**config.mk**
```make
export PLATFORM = sky130hd
export DESIGN_NAME = risc_packet_fetch_flat
export DESIGN_NICKNAME = d
export VERILOG_FILES = /design/src/rtl/risc_pkg.sv /design/src/rtl/risc_packet_fetch_if.sv /design/src/rtl/risc_packet_fetch.sv /design/src/flat_wrapper.sv
export SDC_FILE = /design/constraint.sdc
export NUM_CORES = 1
export LEC_CHECK = 0
export CORE_MARGIN = 10
export CORE_UTILIZATION = 35
export DETAILED_ROUTE_END_ITERATION = 16
export PLACE_DENSITY = 0.7
export REMOVE_ABC_BUFFERS = 1
export SETUP_SLACK_MARGIN = 0.1
export SYNTH_ARGS = -nofsm -noshare
export SYNTH_HDL_FRONTEND = slang
export SYNTH_SLANG_ARGS = --single-unit
```
**constraint.sdc**
```tcl
create_clock -name clk -period 1.45 [get_ports clk]
set_input_delay 0.145 -clock clk [delete_from_list [all_inputs] [get_ports clk]]
set_output_delay 0.145 -clock clk [all_outputs]
set_load 0.05 [all_outputs]
```
**src/rtl/risc_pkg.sv**
```systemverilog
// Shared definitions for the RISC packet fetch stage: opcodes, header layout, FSM states.
// Header word: [31:28] opcode, [27] Asel, [26:16] reserved, [15:0] add.
package risc_pkg;

    localparam logic [3:0] OP_NOP   = 4'h0;
    localparam logic [3:0] OP_ISSUE = 4'h1;
    localparam logic [3:0] OP_HALT  = 4'hF;

    localparam int HDR_OP_MSB   = 31;
    localparam int HDR_OP_LSB   = 28;
    localparam int HDR_ASEL_BIT = 27;
    localparam int HDR_ADD_MSB  = 15;
    localparam int HDR_ADD_LSB  = 0;

    typedef enum logic [2:0] {
        ST_IDLE  = 3'd0,
        ST_HDR   = 3'd1,
        ST_OPA   = 3'd2,
        ST_OPB   = 3'd3,
        ST_ISSUE = 3'd4,
        ST_HALT  = 3'd5
    } state_t;

    function automatic logic op_is_legal(input logic [3:0] op);
        return (op == OP_NOP) || (op == OP_ISSUE) || (op == OP_HALT);
    endfunction

endpackage

```
**src/rtl/risc_packet_fetch_if.sv**
```systemverilog
// Program-memory read port plus the valid/ready operand bus toward the RISC core.
// master = fetch stage, slave = memory/core side.
interface risc_packet_fetch_if #(
    parameter int PC_W = 8
);
    logic            imem_en;
    logic [PC_W-1:0] imem_addr;
    logic [31:0]     imem_data;
    logic            out_valid;
    logic            out_ready;
    logic [31:0]     A;
    logic [31:0]     B;
    logic            Asel;
    logic [15:0]     add;

    modport master (
        output imem_en, imem_addr, out_valid, A, B, Asel, add,
        input  imem_data, out_ready
    );

    modport slave (
        input  imem_en, imem_addr, out_valid, A, B, Asel, add,
        output imem_data, out_ready
    );
endinterface

```
**src/rtl/risc_packet_fetch.sv**
```systemverilog
// Unpacks {header, A, B} packets from program memory into RISC operands; start to out_valid = 4 cycles,
// one packet per 4 cycles with ready high; holds the operand set stable while out_ready is low.
module risc_packet_fetch
    import risc_pkg::*;
#(
    parameter int              PC_W     = 8,
    parameter logic [PC_W-1:0] START_PC = '0
) (
    input  logic                clk,
    input  logic                rst,
    input  logic                start,
    risc_packet_fetch_if.master bus,
    output logic                busy,
    output logic                halted,
    output logic                err
);

    state_t          r_state;
    logic [PC_W-1:0] r_pc;
    logic [31:0]     r_a;
    logic [31:0]     r_b;
    logic            r_asel;
    logic [15:0]     r_add;
    logic            r_valid;
    logic            r_halted;
    logic            r_err;

    logic [3:0]      w_op;
    logic            w_hs;
    logic            w_fetch;

    assign w_op = bus.imem_data[HDR_OP_MSB:HDR_OP_LSB];
    assign w_hs = r_valid && bus.out_ready;

    // Memory returns data the cycle after the request, so the request is issued in the
    // cycle before the word is consumed; r_pc therefore always names the next word to fetch.
    always_comb begin
        w_fetch = 1'b0;
        case (r_state)
            ST_IDLE, ST_HALT: w_fetch = start;
            ST_HDR:           w_fetch = (w_op != OP_HALT);
            ST_OPA:           w_fetch = 1'b1;
            ST_ISSUE:         w_fetch = w_hs;
            default:          w_fetch = 1'b0;
        endcase
    end

    always_ff @(posedge clk or negedge rst) begin
        if (!rst) begin
            r_state  <= ST_IDLE;
            r_pc     <= START_PC;
            r_a      <= '0;
            r_b      <= '0;
            r_asel   <= 1'b0;
            r_add    <= '0;
            r_valid  <= 1'b0;
            r_halted <= 1'b0;
            r_err    <= 1'b0;
        end else begin
            if (w_fetch) begin
                r_pc <= r_pc + 1'b1;
            end
            case (r_state)
                ST_IDLE, ST_HALT: begin
                    if (start) begin
                        r_halted <= 1'b0;
                        r_err    <= 1'b0;
                        r_state  <= ST_HDR;
                    end
                end
                ST_HDR: begin
                    if (!op_is_legal(w_op)) begin
                        r_err <= 1'b1;
                    end
                    case (w_op)
                        OP_ISSUE: begin
                            r_asel  <= bus.imem_data[HDR_ASEL_BIT];
                            r_add   <= bus.imem_data[HDR_ADD_MSB:HDR_ADD_LSB];
                            r_state <= ST_OPA;
                        end
                        OP_HALT: begin
                            r_halted <= 1'b1;
                            r_state  <= ST_HALT;
                        end
                        default: r_state <= ST_HDR;
                    endcase
                end
                ST_OPA: begin
                    r_a     <= bus.imem_data;
                    r_state <= ST_OPB;
                end
                ST_OPB: begin
                    r_b     <= bus.imem_data;
                    r_valid <= 1'b1;
                    r_state <= ST_ISSUE;
                end
                ST_ISSUE: begin
                    if (w_hs) begin
                        r_valid <= 1'b0;
                        r_state <= ST_HDR;
                    end
                end
                default: r_state <= ST_IDLE;
            endcase
        end
    end

    assign bus.imem_en   = w_fetch;
    assign bus.imem_addr = r_pc;
    assign bus.out_valid = r_valid;
    assign bus.A         = r_a;
    assign bus.B         = r_b;
    assign bus.Asel      = r_asel;
    assign bus.add       = r_add;
    assign busy          = (r_state != ST_IDLE) && (r_state != ST_HALT);
    assign halted        = r_halted;
    assign err           = r_err;

endmodule

```
**src/flat_wrapper.sv**
```systemverilog
// flat-port wrapper written by rule: the top's interface ports become plain ports
module risc_packet_fetch_flat import risc_pkg::*;
#(
    parameter int              PC_W     = 8,
    parameter logic [PC_W-1:0] START_PC = '0
)
  (clk, rst, start, busy, halted, err, bus_imem_en, bus_imem_addr, bus_out_valid, bus_A, bus_B, bus_Asel, bus_add, bus_imem_data, bus_out_ready);
  risc_packet_fetch_if #(.PC_W(PC_W)) bus_i ();
  input  logic clk;
  input  logic rst;
  input  logic start;
  output logic busy;
  output logic halted;
  output logic err;
  output wire logic [$bits(bus_i.imem_en)-1:0] bus_imem_en;
  output wire logic [$bits(bus_i.imem_addr)-1:0] bus_imem_addr;
  output wire logic [$bits(bus_i.out_valid)-1:0] bus_out_valid;
  output wire logic [$bits(bus_i.A)-1:0] bus_A;
  output wire logic [$bits(bus_i.B)-1:0] bus_B;
  output wire logic [$bits(bus_i.Asel)-1:0] bus_Asel;
  output wire logic [$bits(bus_i.add)-1:0] bus_add;
  input wire logic [$bits(bus_i.imem_data)-1:0] bus_imem_data;
  input wire logic [$bits(bus_i.out_ready)-1:0] bus_out_ready;
  assign bus_imem_en = bus_i.imem_en;
  assign bus_imem_addr = bus_i.imem_addr;
  assign bus_out_valid = bus_i.out_valid;
  assign bus_A = bus_i.A;
  assign bus_B = bus_i.B;
  assign bus_Asel = bus_i.Asel;
  assign bus_add = bus_i.add;
  assign bus_i.imem_data = bus_imem_data;
  assign bus_i.out_ready = bus_out_ready;
  risc_packet_fetch #(.PC_W(PC_W), .START_PC(START_PC)) u_core (.clk(clk), .rst(rst), .start(start), .bus(bus_i), .busy(busy), .halted(halted), .err(err));
endmodule
```
---- Yosys cells after proc, flatten, opt, wreduce, memory -nomap -nowiden ----
Cells that the tools add are included.
word-level totals
  register bits ........................... 95
  input bits .............................. 36
  output and inout port bits .............. 94
  logic and storage cells ................. 50
cells by class
  $add $sub $neg .......................... 1
  equality and inequality tests ........... 13
  mux-type cells .......................... 12
  reduce and logical (&&, ||, !) cells .... 15
operators by type and width
  kind                 number
  $pmux 3 s5           1
  $add 8x1->8 const B  1
  $eq 3x2->1 const B   2
  $eq 3x3->1 const B   2
  $mux 3               2
  $pmux 1 s2           3
  $pmux 3 s2           1
  $reduce_and 2->1     3
  $reduce_and 3->1     2
  $eq 4x1->1 const B   1
  $eq 4x4->1 const B   1
  $logic_not 4->1      1
  $mux 1               4
  $ne 2x1->1 const B   2
  $ne 2x2->1 const B   2
  $ne 4x4->1 const B   1
  $pmux 1 s4           1
  $reduce_bool 2->1    2
  $eq 3x1->1 const B   1
  $logic_not 3->1      1
  $ne 3x3->1 const B   1
  $reduce_bool 3->1    1
  $logic_and 1x1->1    2
  $logic_or 1x1->1     2
  $reduce_or 2->1      1

---- Longest topological paths before layout ----
Gate-level depths: netlist of the first run.
  depth in word-level cells ............... 5
  depth in mapped cells ................... 5
  depth with buffers taken out ............ 4

---- Least setup slack after synthesis of the first run ----
No wires, ideal clock.
  path type ............................... register to output
  start ................................... register u_core.r_valid, in the netlist u_core.bus.out_valid
  end ..................................... output bus_imem_en
  arrival ................................. 1610 ps
  required time ........................... 1305 ps
  path slack .............................. -305 ps
  cell stages (with the launch flop) ...... 5
  buffers on the path ..................... 0
  cells stage by stage .................... dfrtp_1 -> a21oi_1 -> a211oi_4 -> nor2_2 -> inv_1
between the ends
  longest elaborated chain between the ends .. 2
RTL lines
  element                   line                     text
  start: declaration        risc_packet_fetch.sv:24  logic r_valid;
  start signal: assignment  risc_packet_fetch.sv:56  r_valid <= 1'b0;
  start signal: assignment  risc_packet_fetch.sv:94  r_valid <= 1'b1;
  start signal: assignment  risc_packet_fetch.sv:99  r_valid <= 1'b0;
  $logic_and 1x1->1         risc_packet_fetch.sv:33  assign w_hs = r_valid && bus.out_ready;
  $pmux 1 s4                risc_packet_fetch.sv:39  case (r_state)
  end: declaration          flat_wrapper.sv:15       output wire logic [$bits(bus_i.imem_en)-1:0] bus_imem_en;
No other way between the ends.

---- Final worst setup path of the first run ----
  start ................................... register u_core.r_state[2]
  end ..................................... output bus_imem_en
between the ends
  longest elaborated chain between the ends .. 3
  elaborated cells between the ends (all ways) .. 7
  those cells by class .................... 4 x eq/ne; 1 x mux; 2 x reduce/logical
RTL lines
  element                                        line                     text
  start: declaration                             risc_packet_fetch.sv:18  state_t r_state;
  start signal: assignment                       risc_packet_fetch.sv:50  r_state <= ST_IDLE;
  start signal: assignment                       risc_packet_fetch.sv:68  r_state <= ST_HDR;
  start signal: assignment                       risc_packet_fetch.sv:79  r_state <= ST_OPA;
  $eq 3x3->1 or $logic_not 3->1 (tied branches)  risc_packet_fetch.sv:39
  $reduce_or 2->1                                risc_packet_fetch.sv:39
  $pmux 1 s4 *                                   risc_packet_fetch.sv:39
Every way passes the cells marked *; elsewhere a longest branch is shown, timed or not.

==> flow_metrics.py, run 1 <==
metrics = {
    "placement": {
        "port_buffers": 129,
        "numPlacedInstances": 529,
        "post-dp-hpwl_um": 7070,
        "gp_congestion": 0.811,
    },
    "layout": {
        "seq_area_um2": 2380,
        "drive_above_1_share_pct": 59.4,
        "final_cell_mix": "110 x buf_4, 92 x dfrtp_1, 48 x mux2_4",
        "fin_nets": 457,
        "instances_no_fill": 564,
        "multi_input_area_um2": 1530,
        "fillers": 880,
        "post-route-util_pct": 55.8,
        "final_common_cell": "buf_4",
        "antennaDiodeCount": 0,
        "syn_to_final_growth_pct": 56.9,
    },
    "floorplan": {
        "initial_core_util_pct": 35.6,
        "die-area_um2": 15600,
        "die_y_um": 125,
        "pin_count": 130,
        "core-area_um2": 10800,
        "row_count": 38,
        "die_w_um": 125,
    },
    "global_route": {
        "grt_pass1_wl_um": 16600,
        "grt.total_usage_pct": 13.2,
        "grt_antenna_before_repair": 0,
        "grt_pass1_vias": 2961,
        "overflow": 0,
        "grt_max_degree": 96,
    },
    "logic_synthesis": {
        "ys_ff_latch": 95,
        "synth_cells": 244,
        "ys_seq_area_share_pct": 61.9,
        "syn_avg_cell_area_um2": 15.7,
        "yosysUniqueCellTypes": 36,
        "synth_warnings": 0,
        "synth-edff-count": 0,
        "synth_top_area_share_pct": 61.9,
        "synth_top_area_cell": "dfrtp_1",
        "synth-async-reset-ratio_pct": 100,
        "synthesis.area_um2": 3840,
        "synth.area.top_cells": "dfrtp_1 62%, mux2_2 20%, mux2_4 3.9%",
        "ys.flop_type": "dfrtp_1",
    },
    "clock_tree": {
        "clk_path_buf_depth": 2,
        "numCtsBuffers": 9,
        "clk_latency_ns": 0.35,
        "htree_num_levels": 3,
        "cts_root_buf": "clkbuf_8",
        "cts.clk_slew.worst_paths_ns": 0.09,
        "cts.sinks": 95,
        "cts_tree": "built",
    },
    "detailed_routing": {
        "drt-wirelength-per-cell_um": 19.2,
        "vias": 2664,
        "via_per_inst": 4.72,
        "drc": 0,
        "drtIter0Drc": 134,
        "drtAntennaViolNets": 0,
        "routed_wl_um": 10800,
        "first_pass_iters": 6,
    },
    "worst_setup_path": {
        "critical_path_class": "flop to output pin",
        "endpoint_kind": "output pin",
        "cp_max_fo": 4,
        "startpoint_type": "flop",
        "cp.arrival_ns": 1.62,
        "worstPathRequired_ns": 1.31,
    },
    "sta": {
        "whs_ns": 0.379,
        "min_period_ns": 1.76,
        "setup-violations-final": 92,
        "finalSetupTns_ns": -14.06,
        "fmax_mhz": 568,
        "fin_worst_skew_ns": 0.00639,
        "slew-limit-headroom_pct": 66.1,
        "finalMaxSlewViolations": 0,
        "finalHoldViolCount": 0,
        "rsz0062_at_grt": "true",
        "period_share_pct": 122,
        "setup_ws_ns": -0.312,
        "tightestPinTransition_ns": 0.509,
    },
    "hold_path": {
        "holdCritPathClass": "input pin to asynchronous set/reset pin",
    },
    "job": {
        "cap_viol_max_count": 0,
    },
    "power": {
        "power_leakage_nw": 2.87,
        "power_density_nw_per_um2": 2570,
        "vdd_ir_drop_max_uv": 1290,
    },
    "run_status": {
        "violations": "negative setup slack",
        "outcome": "finished with violations",
    },
}
==> flip-flops by register name (all words and copies together) (netlist names) <==
signal and cells:
u_core.bus.A 32, u_core.bus.B 32, u_core.bus.add 16, u_core.bus.imem_addr 8, u_core.r_state 3, u_core.bus.Asel 1
u_core.bus.out_valid 1, u_core.err 1, u_core.halted 1
==> where the power goes <==
part / internal [W] / switching, W
clock network: 0.000838 / 0.000885
logic: 0.00369 / 0.00558
registers: 0.00375 / 0.000765
==> per-layer routing <==
| layer | GRT usage [%] | vias up | routed length, µm |
|---|---|---|---|
| li1 | - | 1218 | - |
| met4 | 4.66 | 0 | 117 |
| met3 | 4.89 | 10 | 755 |
| met5 | 0 | - | 0 |
| met2 | 22.3 | 73 | 5580 |
| met1 | 14.8 | 1363 | 4390 |
==> synthesized netlist by cell type (2+ instances only) <==
cell type   n
nor2_1      2
a21o_1      2
dfrtp_1    95
nand2_1     4
and3_1      2
xnor2_1     7
mux2_4     10
o21ai_0     8
buf_4       3
buf_6       3
mux2_2     69
inv_1       3
buf_2       4
mux2_1      3
nor2_2      2
and4_1      4
a21oi_1     4
==> path summary, 6_finish.rpt <==
| check | start | endpoint | slack (ns) | depth (start not counted) |
|---|---|---|---|---|
| worst max register to register | u_core.r_state[2] | u_core.bus.imem_addr[1] | -0.27 | 6 |
| worst min register to register | u_core.bus.B[1] | u_core.bus.B[1] | 0.51 | 1 |
| worst min-delay path | rst | u_core.bus.out_valid | 0.38 | 3 |
| max in group asynchronous | rst | u_core.r_state[1] | 0.65 | 3 |
| min in group clk | bus_imem_data[22] | u_core.bus.A[22] | 0.43 | 2 |
| worst max-delay path | u_core.r_state[2] | bus_imem_en | -0.31 | 5 |
==> stage by stage <==
step                      area, µm²  power [W]  setup WS [ns]
after floorplan                3760    0.00997         -0.706
after global placement         5390     0.0131         -0.195
after detailed placement       5390     0.0132         -0.242
after CTS                      5910     0.0155         -0.350
after global routing           6030     0.0162         -0.387
final                          6030     0.0155         -0.312
==> critical path, cell delays in order, from the launching register on <==
cell     delay [ns]
dfrtp_2        0.44
or3b_4         0.43
o22ai_4        0.14
nor2_4         0.05
inv_2          0.07
buf_8          0.14
==> final cells by class <==
class / instances / area share [%]
sequential: 95 / 39.5
timing repair buffer: 176 / 28.8
multi-input combinational: 135 / 25.5
tap: 140 / 2.91
clock buffer: 12 / 2.41
clock inverter: 3 / 0.727
inverter: 3 / 0.187
==> logic make-up (layout without fill, tap and decap cells) <==
| family | after synthesis | after routing | synth area share (%) |
|---|---|---|---|
| xor gates and xnor gates | 7 | 7 | 1.60 |
| and+or+nand+nor | 23 | 23 | 4.50 |
| buffers and inverters | 14 | 194 | 2.38 |
| DFF | 95 | 95 | 61.9 |
| AOI/OAI and AO/OA | 22 | 22 | 4.30 |
| muxes | 82 | 82 | 25.0 |
| adders and majority gates | 1 | 1 | 0.326 |
==> timing repair <==
item | in CTS | in global routing
setup buffers | 12 | 5
hold buffers | 1 | 0
gates cloned | 3 | 4
resized for setup | 39 | 25
pin swaps | 6 | 6
endpoints found under the setup margin | 93 | 94
hold endpoints to repair | 95 | 0
No activity file was read; power rests on OpenSTA's default activity.
==> inputs of run 2 (changes only) <==
- CORE_UTILIZATION: 35 -> 45
- PLACE_DENSITY: 0.7 -> 0.82
- clock period: 1.45 -> 1.8 ns (I/O delays scaled with it)
==> run 2 against run 1 <==
Net effect: the run now ends clean; final cell count down 9.0%; routed wire length down 8.6%; core utilization up 12 points; power down 25%; register-to-register slack better by 0.36 ns; worst hold slack worse by 0.079 ns; non-clock buffer count down 17; sequential share of layout area up 2.7 points; via count down 2.5%; clock power down 19%; largest cell class unchanged; largest power group unchanged.
==> flow_metrics.py, run 2 (synthesis results as in run 1) <==
metrics = {
    "worst_setup_path": {
        "critical_path_class": "flop to output pin",
        "cp.arrival_ns": 1.61,
        "max_stage_delay_ns": 0.44,
        "cp_num_buf_inv": 2,
        "critical_path.top_delay_family": "simple AND/OR/NAND/NOR gates",
        "cp-endpoint": "bus_imem_en",
        "startpoint": "u_core.r_state[0]",
        "crit_slowest_cell": "dfrtp_2",
        "worstPathRequired_ns": 1.62,
        "r2r_cells": 6,
        "cp_max_fo": 6,
        "cp_cell_sequence": "or3b_4, o22ai_4, nor2_4, inv_2, buf_8",
        "reg2reg_from": "u_core.r_state[0]",
        "path_depth": 5,
        "endpoint_kind": "output pin",
        "regToRegEndpoint": "u_core.bus.imem_addr[1]",
        "ff2ff_setup_slack_ns": 0.09,
        "startpoint_type": "flop",
    },
    "clock_tree": {
        "clk_latency_ns": 0.35,
        "numCtsBuffers": 9,
        "htree_num_levels": 3,
        "cts_root_buf": "clkbuf_8",
        "cts.clk_slew.worst_paths_ns": 0.09,
        "cts.sinks": 95,
        "cts_tree": "built",
        "clk_path_buf_depth": 2,
    },
    "layout": {
        "final_common_cell": "dfrtp_1",
        "drive_above_1_share_pct": 35.0,
        "fin_nets": 440,
        "antennaDiodeCount": 0,
        "syn_to_final_growth_pct": 46.8,
        "final_cell_mix": "92 x dfrtp_1, 82 x dlygate4sd2_1, 69 x mux2_2",
    },
    "detailed_routing": {
        "vias": 2597,
        "drt-met1-wl_um": 3860,
        "drt-wirelength-per-cell_um": 19.3,
        "routed_wl_um": 9910,
        "via_per_inst": 5.06,
        "drc": 0,
        "first_pass_iters": 4,
        "drtIter0Drc": 87,
        "top_layer_used": "met4",
        "route.met3.wl_um": 804,
        "drtAntennaViolNets": 0,
        "dr_wl_met2_um": 5090,
    },
    "global_route": {
        "grt_antenna_before_repair": 0,
        "grt_pass1_wl_um": 15600,
        "overflow": 0,
        "grt_pass1_vias": 2866,
        "grt.total_usage_pct": 15.1,
        "grt_max_degree": 50,
    },
    "placement": {
        "port_buffers": 129,
        "post-dp-hpwl_um": 7320,
        "gp_congestion": 0.811,
        "place_worst_setup_slack_ns": 0.0191,
    },
    "sta": {
        "tightestPinTransition_ns": 0.548,
        "rsz0062_at_grt": "true",
        "fmax_mhz": 559,
        "fin_worst_skew_ns": 0.0124,
        "min_period_ns": 1.79,
        "period_share_pct": 99.3,
        "setup-violations-final": 0,
        "whs_ns": 0.300,
        "finalHoldViolCount": 0,
        "setup_ws_ns": 0.0117,
        "finalMaxSlewViolations": 0,
        "finalSetupTns_ns": 0,
        "slew-limit-headroom_pct": 63.6,
    },
    "power": {
        "power_frac_comb_pct": 57.2,
        "power.share.clock_pct": 12.1,
        "vdd_ir_drop_max_uv": 854,
        "power_density_nw_per_um2": 2060,
        "power_leakage_nw": 2.79,
        "netSwitchingFraction_pct": 49.3,
        "pwr-share-seq_pct": 30.7,
        "switchingPower_w": 0.00573,
        "p_int_w": 0.00588,
        "power_w": 0.0116,
    },
    "floorplan": {
        "pin_count": 130,
        "die_w_um": 112,
        "die_y_um": 112,
        "row_count": 33,
        "core-area_um2": 8260,
        "die-area_um2": 12600,
        "initial_core_util_pct": 46.5,
    },
    "job": {
        "cap_viol_max_count": 0,
    },
    "hold_path": {
        "holdCritPathClass": "input pin to asynchronous set/reset pin",
    },
    "run_status": {
        "outcome": "finished clean",
    },
}
## run 2: metrics by stage
stage / util (%) / cells / area (µm²)
after CTS: 67.1 / 507 / 5540
final: 68.3 / 513 / 5640
after global routing: 68.3 / 513 / 5640
after detailed placement: 64.7 / 481 / 5340
after floorplan: - / 233 / 3760
after global placement: 64.7 / 481 / 5340
## run 2: how the worst min path moves through the flow
stage               slack (ns)          endpoint  startpoint
floorplan                -0.12   u_core.bus.A[0]         rst
global placement          0.14  u_core.bus.A[23]         rst
detailed placement        0.14  u_core.bus.A[23]         rst
CTS                       0.31  u_core.bus.A[23]         rst
global route              0.32  u_core.bus.B[21]         rst
finish                    0.30  u_core.bus.A[23]         rst
## run 2: area by class of cell
cell class                 count  area (µm²)
clock inverter                 7        78.8
tap                          105         131
inverter                       3        11.3
multi-input combinational    135        1390
fill                         606        2620
sequential                    95        2380
timing repair buffer         159        1530
clock buffer                   9         124
## run 2: repair_timing
action | 4_1_cts | 5_1_grt
pin swaps | 3 | 5
endpoints found under the setup margin | 84 | 34
gates resized for setup | 90 | 14
endpoints found under the hold margin | 30 | 0
cloned | 0 | 1
buffers inserted | 9 | 5
hold buffers | 1 | 0
## run 2: layer usage
| metal | vias to the layer above | track usage, % |
|---|---|---|
| met5 | - | 0 |
| met4 | 0 | 4.48 |
| met3 | 13 | 5.54 |
| met2 | 97 | 26.4 |
| met1 | 1296 | 16.8 |
| li1 | 1191 | - |
## run 2: power by group through the flow
stage / combinational [W] / clock, W / sequential (W)
after floorplan: 0.00141 / 0 / 0.00662
after global routing: 0.00693 / 0.00155 / 0.00367
after CTS: 0.00664 / 0.00144 / 0.00355
final: 0.00664 / 0.00140 / 0.00356
after global placement: 0.00685 / 0 / 0.00358
after detailed placement: 0.00694 / 0 / 0.00365
